`src/rtl/ex_operand_stage_pkg.sv`:
```
// Shared pipeline definitions: datapath widths, ALU opcodes, forward-select codes,
// the ID/EX register layout and the immediate-extension helper.
package pipe_defs;

    localparam int unsigned DW   = 32;
    localparam int unsigned RW   = 5;
    localparam int unsigned IMMW = 16;

    typedef enum logic [2:0] {
        ALU_ADD = 3'd0,
        ALU_SUB = 3'd1,
        ALU_AND = 3'd2,
        ALU_OR  = 3'd3,
        ALU_XOR = 3'd4,
        ALU_NOR = 3'd5,
        ALU_SLT = 3'd6,
        ALU_LUI = 3'd7
    } alu_op_e;

    typedef enum logic [1:0] {
        FWD_RF  = 2'd0,
        FWD_MEM = 2'd1,
        FWD_WB  = 2'd2
    } fwd_sel_e;

    typedef struct packed {
        logic            valid;
        logic [RW-1:0]   rs;
        logic [RW-1:0]   rt;
        logic [RW-1:0]   rd;
        logic [DW-1:0]   rs_data;
        logic [DW-1:0]   rt_data;
        logic [DW-1:0]   imm_ext;
        logic            alusrc;
        alu_op_e         aluop;
        logic            regwrite;
        logic            memread;
        logic            memwrite;
        logic            memtoreg;
    } ex_reg_t;

    // Extension is resolved at capture so EX only ever sees a full-width immediate.
    function automatic logic [DW-1:0] ext_imm(input logic [IMMW-1:0] imm, input logic zx);
        logic fill;
        fill = zx ? 1'b0 : imm[IMMW-1];
        return {{(DW-IMMW){fill}}, imm};
    endfunction

endpackage

```
`src/rtl/ex_operand_stage_if.sv`:
```
// ID-to-EX bundle: decoded instruction, stage control, forwarding sources and
// the EX-side outputs toward the ALU and the EX/MEM register.
interface ex_operand_stage_if;
    import pipe_defs::*;

    logic            id_valid;
    logic [RW-1:0]   id_rs;
    logic [RW-1:0]   id_rt;
    logic [RW-1:0]   id_rd;
    logic [DW-1:0]   id_rs_data;
    logic [DW-1:0]   id_rt_data;
    logic [IMMW-1:0] id_imm;
    logic            id_immzx;
    logic            id_alusrc;
    logic            id_uses_rt;
    logic [2:0]      id_aluop;
    logic            id_regwrite;
    logic            id_memread;
    logic            id_memwrite;
    logic            id_memtoreg;
    logic            flush;
    logic            hold;
    logic            exmem_regwrite;
    logic [RW-1:0]   exmem_rd;
    logic [DW-1:0]   exmem_result;
    logic            memwb_regwrite;
    logic [RW-1:0]   memwb_rd;
    logic [DW-1:0]   memwb_result;

    logic [DW-1:0]   alu_a;
    logic [DW-1:0]   alu_b;
    logic [2:0]      alu_aluop;
    logic            ex_valid;
    logic [RW-1:0]   ex_rd;
    logic            ex_regwrite;
    logic            ex_memread;
    logic            ex_memwrite;
    logic            ex_memtoreg;
    logic [DW-1:0]   ex_store_data;
    logic            hz_stall;

    modport master (
        output id_valid, id_rs, id_rt, id_rd, id_rs_data, id_rt_data, id_imm, id_immzx,
               id_alusrc, id_uses_rt, id_aluop, id_regwrite, id_memread, id_memwrite,
               id_memtoreg, flush, hold, exmem_regwrite, exmem_rd, exmem_result,
               memwb_regwrite, memwb_rd, memwb_result,
        input  alu_a, alu_b, alu_aluop, ex_valid, ex_rd, ex_regwrite, ex_memread,
               ex_memwrite, ex_memtoreg, ex_store_data, hz_stall
    );

    modport slave (
        input  id_valid, id_rs, id_rt, id_rd, id_rs_data, id_rt_data, id_imm, id_immzx,
               id_alusrc, id_uses_rt, id_aluop, id_regwrite, id_memread, id_memwrite,
               id_memtoreg, flush, hold, exmem_regwrite, exmem_rd, exmem_result,
               memwb_regwrite, memwb_rd, memwb_result,
        output alu_a, alu_b, alu_aluop, ex_valid, ex_rd, ex_regwrite, ex_memread,
               ex_memwrite, ex_memtoreg, ex_store_data, hz_stall
    );

endinterface

```
`src/rtl/ex_operand_stage_fwd_mux.sv`:
```
// One operand's forwarding path: pick EX/MEM, then MEM/WB, then the register-file
// value captured in ID/EX. Register 0 is hard-wired and never forwarded.
module ex_fwd_mux
    import pipe_defs::*;
(
    input  logic [RW-1:0] idx_i,
    input  logic [DW-1:0] rf_data_i,
    input  logic          exmem_regwrite_i,
    input  logic [RW-1:0] exmem_rd_i,
    input  logic [DW-1:0] exmem_result_i,
    input  logic          memwb_regwrite_i,
    input  logic [RW-1:0] memwb_rd_i,
    input  logic [DW-1:0] memwb_result_i,
    output logic [DW-1:0] data_o
);

    fwd_sel_e sel_s;

    // Source select; the younger EX/MEM result wins when both stages match.
    always_comb begin
        sel_s = FWD_RF;
        if (exmem_regwrite_i && (exmem_rd_i != {RW{1'b0}}) && (exmem_rd_i == idx_i)) begin
            sel_s = FWD_MEM;
        end else if (memwb_regwrite_i && (memwb_rd_i != {RW{1'b0}}) && (memwb_rd_i == idx_i)) begin
            sel_s = FWD_WB;
        end else begin
            sel_s = FWD_RF;
        end
    end

    // Operand data mux.
    always_comb begin
        data_o = rf_data_i;
        case (sel_s)
            FWD_MEM: data_o = exmem_result_i;
            FWD_WB:  data_o = memwb_result_i;
            FWD_RF:  data_o = rf_data_i;
            default: data_o = rf_data_i;
        endcase
    end

endmodule

```
`src/rtl/ex_operand_stage.sv`:
```
// ID/EX pipeline register with EX-stage operand forwarding, load-use hazard
// detection, immediate extension and the ALU B-operand select.
module ex_operand_stage
    import pipe_defs::*;
(
    input  logic               clk,
    input  logic               nrst,
    ex_operand_stage_if.slave  bus
);

    ex_reg_t       ex_q;
    ex_reg_t       ex_d;
    logic [DW-1:0] fwd_rs_s;
    logic [DW-1:0] fwd_rt_s;
    logic          hz_stall_s;

    ex_fwd_mux u_fwd_rs (
        .idx_i            (ex_q.rs),
        .rf_data_i        (ex_q.rs_data),
        .exmem_regwrite_i (bus.exmem_regwrite),
        .exmem_rd_i       (bus.exmem_rd),
        .exmem_result_i   (bus.exmem_result),
        .memwb_regwrite_i (bus.memwb_regwrite),
        .memwb_rd_i       (bus.memwb_rd),
        .memwb_result_i   (bus.memwb_result),
        .data_o           (fwd_rs_s)
    );

    ex_fwd_mux u_fwd_rt (
        .idx_i            (ex_q.rt),
        .rf_data_i        (ex_q.rt_data),
        .exmem_regwrite_i (bus.exmem_regwrite),
        .exmem_rd_i       (bus.exmem_rd),
        .exmem_result_i   (bus.exmem_result),
        .memwb_regwrite_i (bus.memwb_regwrite),
        .memwb_rd_i       (bus.memwb_rd),
        .memwb_result_i   (bus.memwb_result),
        .data_o           (fwd_rt_s)
    );

    // A load in EX cannot forward its data in time to the instruction behind it.
    assign hz_stall_s = bus.id_valid & ex_q.valid & ex_q.memread
                      & (ex_q.rd != {RW{1'b0}})
                      & ((ex_q.rd == bus.id_rs) | (bus.id_uses_rt & (ex_q.rd == bus.id_rt)));

    // Next-state select: flush > hold > load-use bubble > normal capture.
    always_comb begin
        ex_d = ex_q;
        if (bus.flush) begin
            ex_d = '0;
        end else if (bus.hold) begin
            // Re-capture forwarded values so a producer retiring during the hold is kept.
            ex_d.rs_data = fwd_rs_s;
            ex_d.rt_data = fwd_rt_s;
        end else if (hz_stall_s) begin
            ex_d = '0;
        end else begin
            ex_d.valid    = bus.id_valid;
            ex_d.rs       = bus.id_rs;
            ex_d.rt       = bus.id_rt;
            ex_d.rd       = bus.id_rd;
            ex_d.rs_data  = bus.id_rs_data;
            ex_d.rt_data  = bus.id_rt_data;
            ex_d.imm_ext  = ext_imm(bus.id_imm, bus.id_immzx);
            ex_d.alusrc   = bus.id_alusrc;
            ex_d.aluop    = alu_op_e'(bus.id_aluop);
            ex_d.regwrite = bus.id_regwrite;
            ex_d.memread  = bus.id_memread;
            ex_d.memwrite = bus.id_memwrite;
            ex_d.memtoreg = bus.id_memtoreg;
        end
    end

    // ID/EX register bank.
    always_ff @(posedge clk or negedge nrst) begin
        if (!nrst) begin
            ex_q <= '0;
        end else begin
            ex_q <= ex_d;
        end
    end

    assign bus.alu_a         = fwd_rs_s;
    assign bus.alu_b         = ex_q.alusrc ? ex_q.imm_ext : fwd_rt_s;
    assign bus.alu_aluop     = ex_q.aluop;
    assign bus.ex_valid      = ex_q.valid;
    assign bus.ex_rd         = ex_q.rd;
    assign bus.ex_regwrite   = ex_q.valid & ex_q.regwrite;
    assign bus.ex_memread    = ex_q.valid & ex_q.memread;
    assign bus.ex_memwrite   = ex_q.valid & ex_q.memwrite;
    assign bus.ex_memtoreg   = ex_q.valid & ex_q.memtoreg;
    assign bus.ex_store_data = fwd_rt_s;
    assign bus.hz_stall      = hz_stall_s;

endmodule
```
`src/flat_wrapper.sv`:
```
// flat-port wrapper written by rule: the top's interface ports become plain ports
module ex_operand_stage_flat import pipe_defs::*;
  (clk, nrst, bus_id_valid, bus_id_rs, bus_id_rt, bus_id_rd, bus_id_rs_data, bus_id_rt_data, bus_id_imm, bus_id_immzx, bus_id_alusrc, bus_id_uses_rt, bus_id_aluop, bus_id_regwrite, bus_id_memread, bus_id_memwrite, bus_id_memtoreg, bus_flush, bus_hold, bus_exmem_regwrite, bus_exmem_rd, bus_exmem_result, bus_memwb_regwrite, bus_memwb_rd, bus_memwb_result, bus_alu_a, bus_alu_b, bus_alu_aluop, bus_ex_valid, bus_ex_rd, bus_ex_regwrite, bus_ex_memread, bus_ex_memwrite, bus_ex_memtoreg, bus_ex_store_data, bus_hz_stall);
  ex_operand_stage_if bus_i ();
  input  logic clk;
  input  logic nrst;
  input wire logic [$bits(bus_i.id_valid)-1:0] bus_id_valid;
  input wire logic [$bits(bus_i.id_rs)-1:0] bus_id_rs;
  input wire logic [$bits(bus_i.id_rt)-1:0] bus_id_rt;
  input wire logic [$bits(bus_i.id_rd)-1:0] bus_id_rd;
  input wire logic [$bits(bus_i.id_rs_data)-1:0] bus_id_rs_data;
  input wire logic [$bits(bus_i.id_rt_data)-1:0] bus_id_rt_data;
  input wire logic [$bits(bus_i.id_imm)-1:0] bus_id_imm;
  input wire logic [$bits(bus_i.id_immzx)-1:0] bus_id_immzx;
  input wire logic [$bits(bus_i.id_alusrc)-1:0] bus_id_alusrc;
  input wire logic [$bits(bus_i.id_uses_rt)-1:0] bus_id_uses_rt;
  input wire logic [$bits(bus_i.id_aluop)-1:0] bus_id_aluop;
  input wire logic [$bits(bus_i.id_regwrite)-1:0] bus_id_regwrite;
  input wire logic [$bits(bus_i.id_memread)-1:0] bus_id_memread;
  input wire logic [$bits(bus_i.id_memwrite)-1:0] bus_id_memwrite;
  input wire logic [$bits(bus_i.id_memtoreg)-1:0] bus_id_memtoreg;
  input wire logic [$bits(bus_i.flush)-1:0] bus_flush;
  input wire logic [$bits(bus_i.hold)-1:0] bus_hold;
  input wire logic [$bits(bus_i.exmem_regwrite)-1:0] bus_exmem_regwrite;
  input wire logic [$bits(bus_i.exmem_rd)-1:0] bus_exmem_rd;
  input wire logic [$bits(bus_i.exmem_result)-1:0] bus_exmem_result;
  input wire logic [$bits(bus_i.memwb_regwrite)-1:0] bus_memwb_regwrite;
  input wire logic [$bits(bus_i.memwb_rd)-1:0] bus_memwb_rd;
  input wire logic [$bits(bus_i.memwb_result)-1:0] bus_memwb_result;
  output wire logic [$bits(bus_i.alu_a)-1:0] bus_alu_a;
  output wire logic [$bits(bus_i.alu_b)-1:0] bus_alu_b;
  output wire logic [$bits(bus_i.alu_aluop)-1:0] bus_alu_aluop;
  output wire logic [$bits(bus_i.ex_valid)-1:0] bus_ex_valid;
  output wire logic [$bits(bus_i.ex_rd)-1:0] bus_ex_rd;
  output wire logic [$bits(bus_i.ex_regwrite)-1:0] bus_ex_regwrite;
  output wire logic [$bits(bus_i.ex_memread)-1:0] bus_ex_memread;
  output wire logic [$bits(bus_i.ex_memwrite)-1:0] bus_ex_memwrite;
  output wire logic [$bits(bus_i.ex_memtoreg)-1:0] bus_ex_memtoreg;
  output wire logic [$bits(bus_i.ex_store_data)-1:0] bus_ex_store_data;
  output wire logic [$bits(bus_i.hz_stall)-1:0] bus_hz_stall;
  assign bus_i.id_valid = bus_id_valid;
  assign bus_i.id_rs = bus_id_rs;
  assign bus_i.id_rt = bus_id_rt;
  assign bus_i.id_rd = bus_id_rd;
  assign bus_i.id_rs_data = bus_id_rs_data;
  assign bus_i.id_rt_data = bus_id_rt_data;
  assign bus_i.id_imm = bus_id_imm;
  assign bus_i.id_immzx = bus_id_immzx;
  assign bus_i.id_alusrc = bus_id_alusrc;
  assign bus_i.id_uses_rt = bus_id_uses_rt;
  assign bus_i.id_aluop = bus_id_aluop;
  assign bus_i.id_regwrite = bus_id_regwrite;
  assign bus_i.id_memread = bus_id_memread;
  assign bus_i.id_memwrite = bus_id_memwrite;
  assign bus_i.id_memtoreg = bus_id_memtoreg;
  assign bus_i.flush = bus_flush;
  assign bus_i.hold = bus_hold;
  assign bus_i.exmem_regwrite = bus_exmem_regwrite;
  assign bus_i.exmem_rd = bus_exmem_rd;
  assign bus_i.exmem_result = bus_exmem_result;
  assign bus_i.memwb_regwrite = bus_memwb_regwrite;
  assign bus_i.memwb_rd = bus_memwb_rd;
  assign bus_i.memwb_result = bus_memwb_result;
  assign bus_alu_a = bus_i.alu_a;
  assign bus_alu_b = bus_i.alu_b;
  assign bus_alu_aluop = bus_i.alu_aluop;
  assign bus_ex_valid = bus_i.ex_valid;
  assign bus_ex_rd = bus_i.ex_rd;
  assign bus_ex_regwrite = bus_i.ex_regwrite;
  assign bus_ex_memread = bus_i.ex_memread;
  assign bus_ex_memwrite = bus_i.ex_memwrite;
  assign bus_ex_memtoreg = bus_i.ex_memtoreg;
  assign bus_ex_store_data = bus_i.ex_store_data;
  assign bus_hz_stall = bus_i.hz_stall;
  ex_operand_stage u_core (.clk(clk), .nrst(nrst), .bus(bus_i));
endmodule
```
`config.mk`:
```
export PLATFORM = sky130hd
export DESIGN_NAME = ex_operand_stage_flat
export DESIGN_NICKNAME = d
export VERILOG_FILES = /design/src/rtl/ex_operand_stage_pkg.sv /design/src/rtl/ex_operand_stage_if.sv /design/src/rtl/ex_operand_stage_fwd_mux.sv /design/src/rtl/ex_operand_stage.sv /design/src/flat_wrapper.sv
export SDC_FILE = /design/constraint.sdc
export NUM_CORES = 1
export LEC_CHECK = 0
export BUFFER_PORTS_ARGS = -buffer_cell sky130_fd_sc_hd__buf_2
export CORE_AREA = 8 8 164 104
export CTS_CLUSTER_DIAMETER = 50
export DETAILED_ROUTE_END_ITERATION = 10
export DIE_AREA = 0 0 172 112
export HOLD_SLACK_MARGIN = 0.1
export PLACE_DENSITY = 0.79
export SLEW_MARGIN = 20
export SYNTH_ARGS = -nofsm -noshare
export SYNTH_HDL_FRONTEND = slang
export SYNTH_SLANG_ARGS = --single-unit
```
`constraint.sdc`:
```
create_clock -name clk -period 2.95 [get_ports clk]
set_clock_uncertainty 0.05 [all_clocks]
set_input_delay 0.295 -clock clk [delete_from_list [all_inputs] [get_ports clk]]
set_output_delay 0.295 -clock clk [all_outputs]
set_load 0.05 [all_outputs]
```
==> flow_summary.rst <==
.. list-table::
   :header-rows: 1

   * - Metric
     - Value
   * - Number of vias per cell after detailed routing
     - 6.38
   * - Capturing element type of the critical path
     - output port
   * - Share of the clock period used by the worst path after layout
     - a little over nine tenths
   * - Number of CTS-inserted buffers
     - 9
   * - Core Rows
     - 35
   * - Area of all placed cells without fillers
     - just under 0.009 mm2
   * - FF+latch area
     - around 0.0026 mm2
   * - HPWL after detailed placement
     - slightly below 20000 um
   * - Residual overflow from global routing
     - 0
   * - Sinks on Clock Net
     - between 100 and 150
   * - Hold crit path type
     - in2reg
   * - Post-synthesis instance area
     - ~0.0066 mm2
   * - Number of vias after detailed routing
     - just over 7000
   * - TritonCTS clock tree
     - built
   * - Startpoint of the lowest-slack register-to-register path
     - u_core.bus.ex_rd[0]
   * - Xor and xnor area share after synthesis
     - 3.97%
   * - Synth Area in Compound Gates
     - a little under a third
   * - Detailed-route wire length
     - 27400 um
   * - Synth warnings
     - 0
   * - Crit path cell chain
     - xor2_1 -> or3_1 -> buf_12 -> o31ai_1 -> a31oi_2 -> mux2_2 -> buf_2
   * - Number of cells on the worst hold path
     - 2
   * - Number of buffers added on ports
     - about 300
   * - Count of mapped cells out of synthesis
     - between 600 and 700
   * - Source-to-sink clock delay at the later pin of the worst-skew pair
     - ~0.34 ns
   * - Adder and majority gate portion of the synthesized area
     - 0%
   * - Routed Antenna Nets
     - 0
   * - Minimum clock period
     - between 2 and 3 ns
   * - Number of filler cells placed in the layout
     - around 1300
   * - Dominant combinational cell family by area after synthesis
     - compound AO/OA/AOI/OAI gates
   * - Total Nets Final
     - 1090
   * - Share of cell area taken by muxes after synthesis
     - under 10%
   * - Area enclosed by the die boundary
     - between 0.015 and 0.02 mm2
   * - Top achievable clock speed
     - approximately 0.34 GHz
   * - Worst slew pin tran
     - 0.978 ns
   * - Final Max Slew Viols
     - 0
   * - Crit path max-delay family
     - compound AO/OA/AOI/OAI gates
   * - Fin util
     - between 50% and 60%
   * - CP Data Required Time
     - 2.61 ns
   * - Finish-stage setup viols
     - 0
   * - Clock tree root driver cell
     - sky130_fd_sc_hd__clkbuf_16
   * - Wire length per cell
     - approximately 25 um
   * - Startpoint of the most critical hold path
     - bus_id_imm[2]
   * - Largest net degree at the start of global routing
     - 63
   * - Primary FF master, synth
     - sky130_fd_sc_hd__dfrtp_1
   * - Critical setup path kind
     - reg2out
   * - Global-route usage over all layers
     - a little over a quarter
   * - Number of enable-type register cells in the synthesized netlist
     - 0
   * - Via count of the first global-routing pass
     - 7156
   * - Asr flop ratio synth
     - 100%
   * - Simple logic cell fraction of the synthesized area
     - about an eighth
   * - Buffer levels on the longest clock path
     - 2
   * - Maximum level of the CTS H-tree
     - 3
   * - Critical Path Slowest Stage Cell
     - sky130_fd_sc_hd__or3_1
   * - Worst endpoint data arrival time
     - around 2.6 ns
   * - Num ports
     - 296
   * - Count of cell types in the netlist
     - 33
   * - Number of synthesized register bits
     - around 110
   * - Die Span Y
     - between 100 and 150 um
   * - Worst vdd rail ir drop
     - about 0.00034 V
   * - Register clock-pin slew on the reported worst setup and hold paths
     - 0.08 ns
   * - Layout area overhead
     - 33.9%
   * - Register-to-register setup slack
     - just over 0.6 ns
   * - Depth of the worst register-to-register path
     - 5
   * - Pwr per Cell Area
     - ~500 mW/mm2
   * - Final number of hold-violating endpoints
     - 0
   * - Sequential element share of the synthesized area
     - between 30 and 40%
   * - Width of the die
     - 172 um
   * - Maximum fanout count along the critical path
     - 32
   * - Endpoint of the most critical register-to-register path
     - u_core.ex_q[54]
   * - Multi-input gate area
     - around 0.0037 mm2
   * - First-pass GRT wire length
     - between 40000 and 50000 um
   * - Area after detailed placement
     - about 0.0084 mm2
   * - Post-Syn Nets
     - between 800 and 900
   * - Post-route DRC violation count
     - 0
   * - Share of cells above drive strength 1
     - 47.9%
   * - Endpoint, Worst Hold
     - u_core.ex_q[10]
   * - Cell leakage power
     - around 0.004 uW
   * - Synthesized area divided by synthesized cell count
     - 10.1 um2
   * - Drt initial violations
     - 826
   * - Starting density of the core
     - about 45%
   * - Relative slew margins
     - 34.8%
   * - Type of origin of the critical path
     - flip-flop
   * - WP buf/inv
     - 2
   * - Maximum Capacitance Violations
     - 0
   * - First-pass iteration count of the detailed router
     - 6
   * - Unrepaired setup endpoints after global routing
     - yes
   * - Routability congestion estimate from global placement
     - roughly 0.9
   * - Status
     - finished clean
   * - Core ar.
     - roughly 0.015 mm2
   * - Initial antenna violation count
     - 1
   * - Max stage delay on crit path
     - approximately 0.43 ns
==> routing by layer <==
layer	vias up	track usage, %	routed length, um
met5	-	0	0
met4	0	6.58	406
met3	51	9.51	3530
met2	529	39.3	11900
met1	3408	38.0	11600
li1	3125	-	-
==> report_power, final <==
group / switching (uW) / internal [uW] / total [uW]
combinational: 1070 / 475 / 1540
sequential: 61.8 / 1520 / 1590
clock: 578 / 780 / 1360
total: 1710 / 2780 / 4480
==> registers in the layout (all words and copies together), names as in the netlist <==
name and cells:
u_core.bus.ex_rd 5, u_core.bus.alu_aluop 3, u_core.ex_q 96, u_core.bus.ex_valid 1
==> cell usage after synthesis (all sizes together), types with 2 or more instances <==
cell type | count | share of area, %
a22o | 104 | 14
a31oi | 64 | 8.6
and2 | 5 | 0.47
buf | 37 | 3.5
clkbuf | 60 | 3.4
dfrtp | 105 | 40
mux2 | 32 | 5.4
nand2 | 2 | 0.11
nand4 | 67 | 6.3
nor2 | 2 | 0.11
nor3 | 66 | 5.0
o211ai | 2 | 0.38
o31ai | 64 | 7.3
or2 | 4 | 0.38
or3 | 2 | 0.19
or4 | 3 | 0.40
xnor2 | 20 | 2.6
xor2 | 10 | 1.3
==> logic make-up after synthesis <==
family          Yosys count
xor+xnor                 30
mux                      32
simple gates            153
buf+inv                  98
flops                   105
compound gates          240
==> per-stage QoR <==
step                hold slack (ns)  setup slack [ns]  setup TNS [ns]  instances  total power (uW)
floorplan                   -0.0506            0.0932               0        658              2580
global placement              0.320             0.213               0       1092              3100
detailed placement            0.324             0.217               0       1092              3120
CTS                           0.104            0.0302               0       1109              4490
global route                  0.105           -0.0458          -0.361       1113              4650
finish                        0.117            0.0436               0       1115              4480
==> layout make-up <==
class,instances,share of cell area [%]
clock buffer,10,2.69
inverter,1,0.0423
clock inverter,6,1.07
timing repair buffer,332,22.1
sequential,105,29.6
antenna,3,0.0847
multi-input combinational,455,41.5
tap,203,2.86
==> how the worst max path moves through the flow <==
| stage | from | cells past startpoint | endpoint | slack (ns) |
|---|---|---|---|---|
| 2_1_floorplan | bus_memwb_rd[1] | 6 | bus_alu_b[10] | 0.09 |
| 3_3_place_gp | bus_memwb_rd[1] | 8 | bus_alu_b[31] | 0.21 |
| 3_5_place_dp | bus_memwb_rd[1] | 8 | bus_alu_b[31] | 0.22 |
| 4_1_cts | u_core.ex_q[111] | 7 | bus_alu_b[19] | 0.03 |
| 5_1_grt | u_core.ex_q[111] | 7 | bus_alu_b[7] | -0.05 |
| 6_report | u_core.ex_q[111] | 7 | bus_alu_b[7] | 0.04 |
==> cell usage in the layout (no fill, tap or decap), types with 3 or more instances in the layout <==
| master | instances |
|---|---|
| sky130_fd_sc_hd__a22o_1 | 104 |
| sky130_fd_sc_hd__a31oi_1 | 32 |
| sky130_fd_sc_hd__a31oi_2 | 32 |
| sky130_fd_sc_hd__and2_1 | 5 |
| sky130_fd_sc_hd__buf_12 | 15 |
| sky130_fd_sc_hd__buf_2 | 291 |
| sky130_fd_sc_hd__buf_4 | 23 |
| sky130_fd_sc_hd__clkbuf_16 | 9 |
| sky130_fd_sc_hd__dfrtp_1 | 104 |
| sky130_fd_sc_hd__diode_2 | 3 |
| sky130_fd_sc_hd__inv_6 | 3 |
| sky130_fd_sc_hd__mux2_2 | 32 |
| sky130_fd_sc_hd__nand4_1 | 67 |
| sky130_fd_sc_hd__nor3_1 | 64 |
| sky130_fd_sc_hd__o31ai_1 | 55 |
| sky130_fd_sc_hd__o31ai_2 | 9 |
| sky130_fd_sc_hd__xnor2_1 | 20 |
| sky130_fd_sc_hd__xor2_1 | 10 |
==> what timing repair did <==
action                                  in CTS  in global routing
resized for setup                            5                 11
endpoints found under the setup margin      33                 32
pin swaps                                    0                  1
hold endpoints to repair                    47                  1
setup buffers                                0                  2
hold buffers                                 1                  1
(Power assumes the default switching activity.)
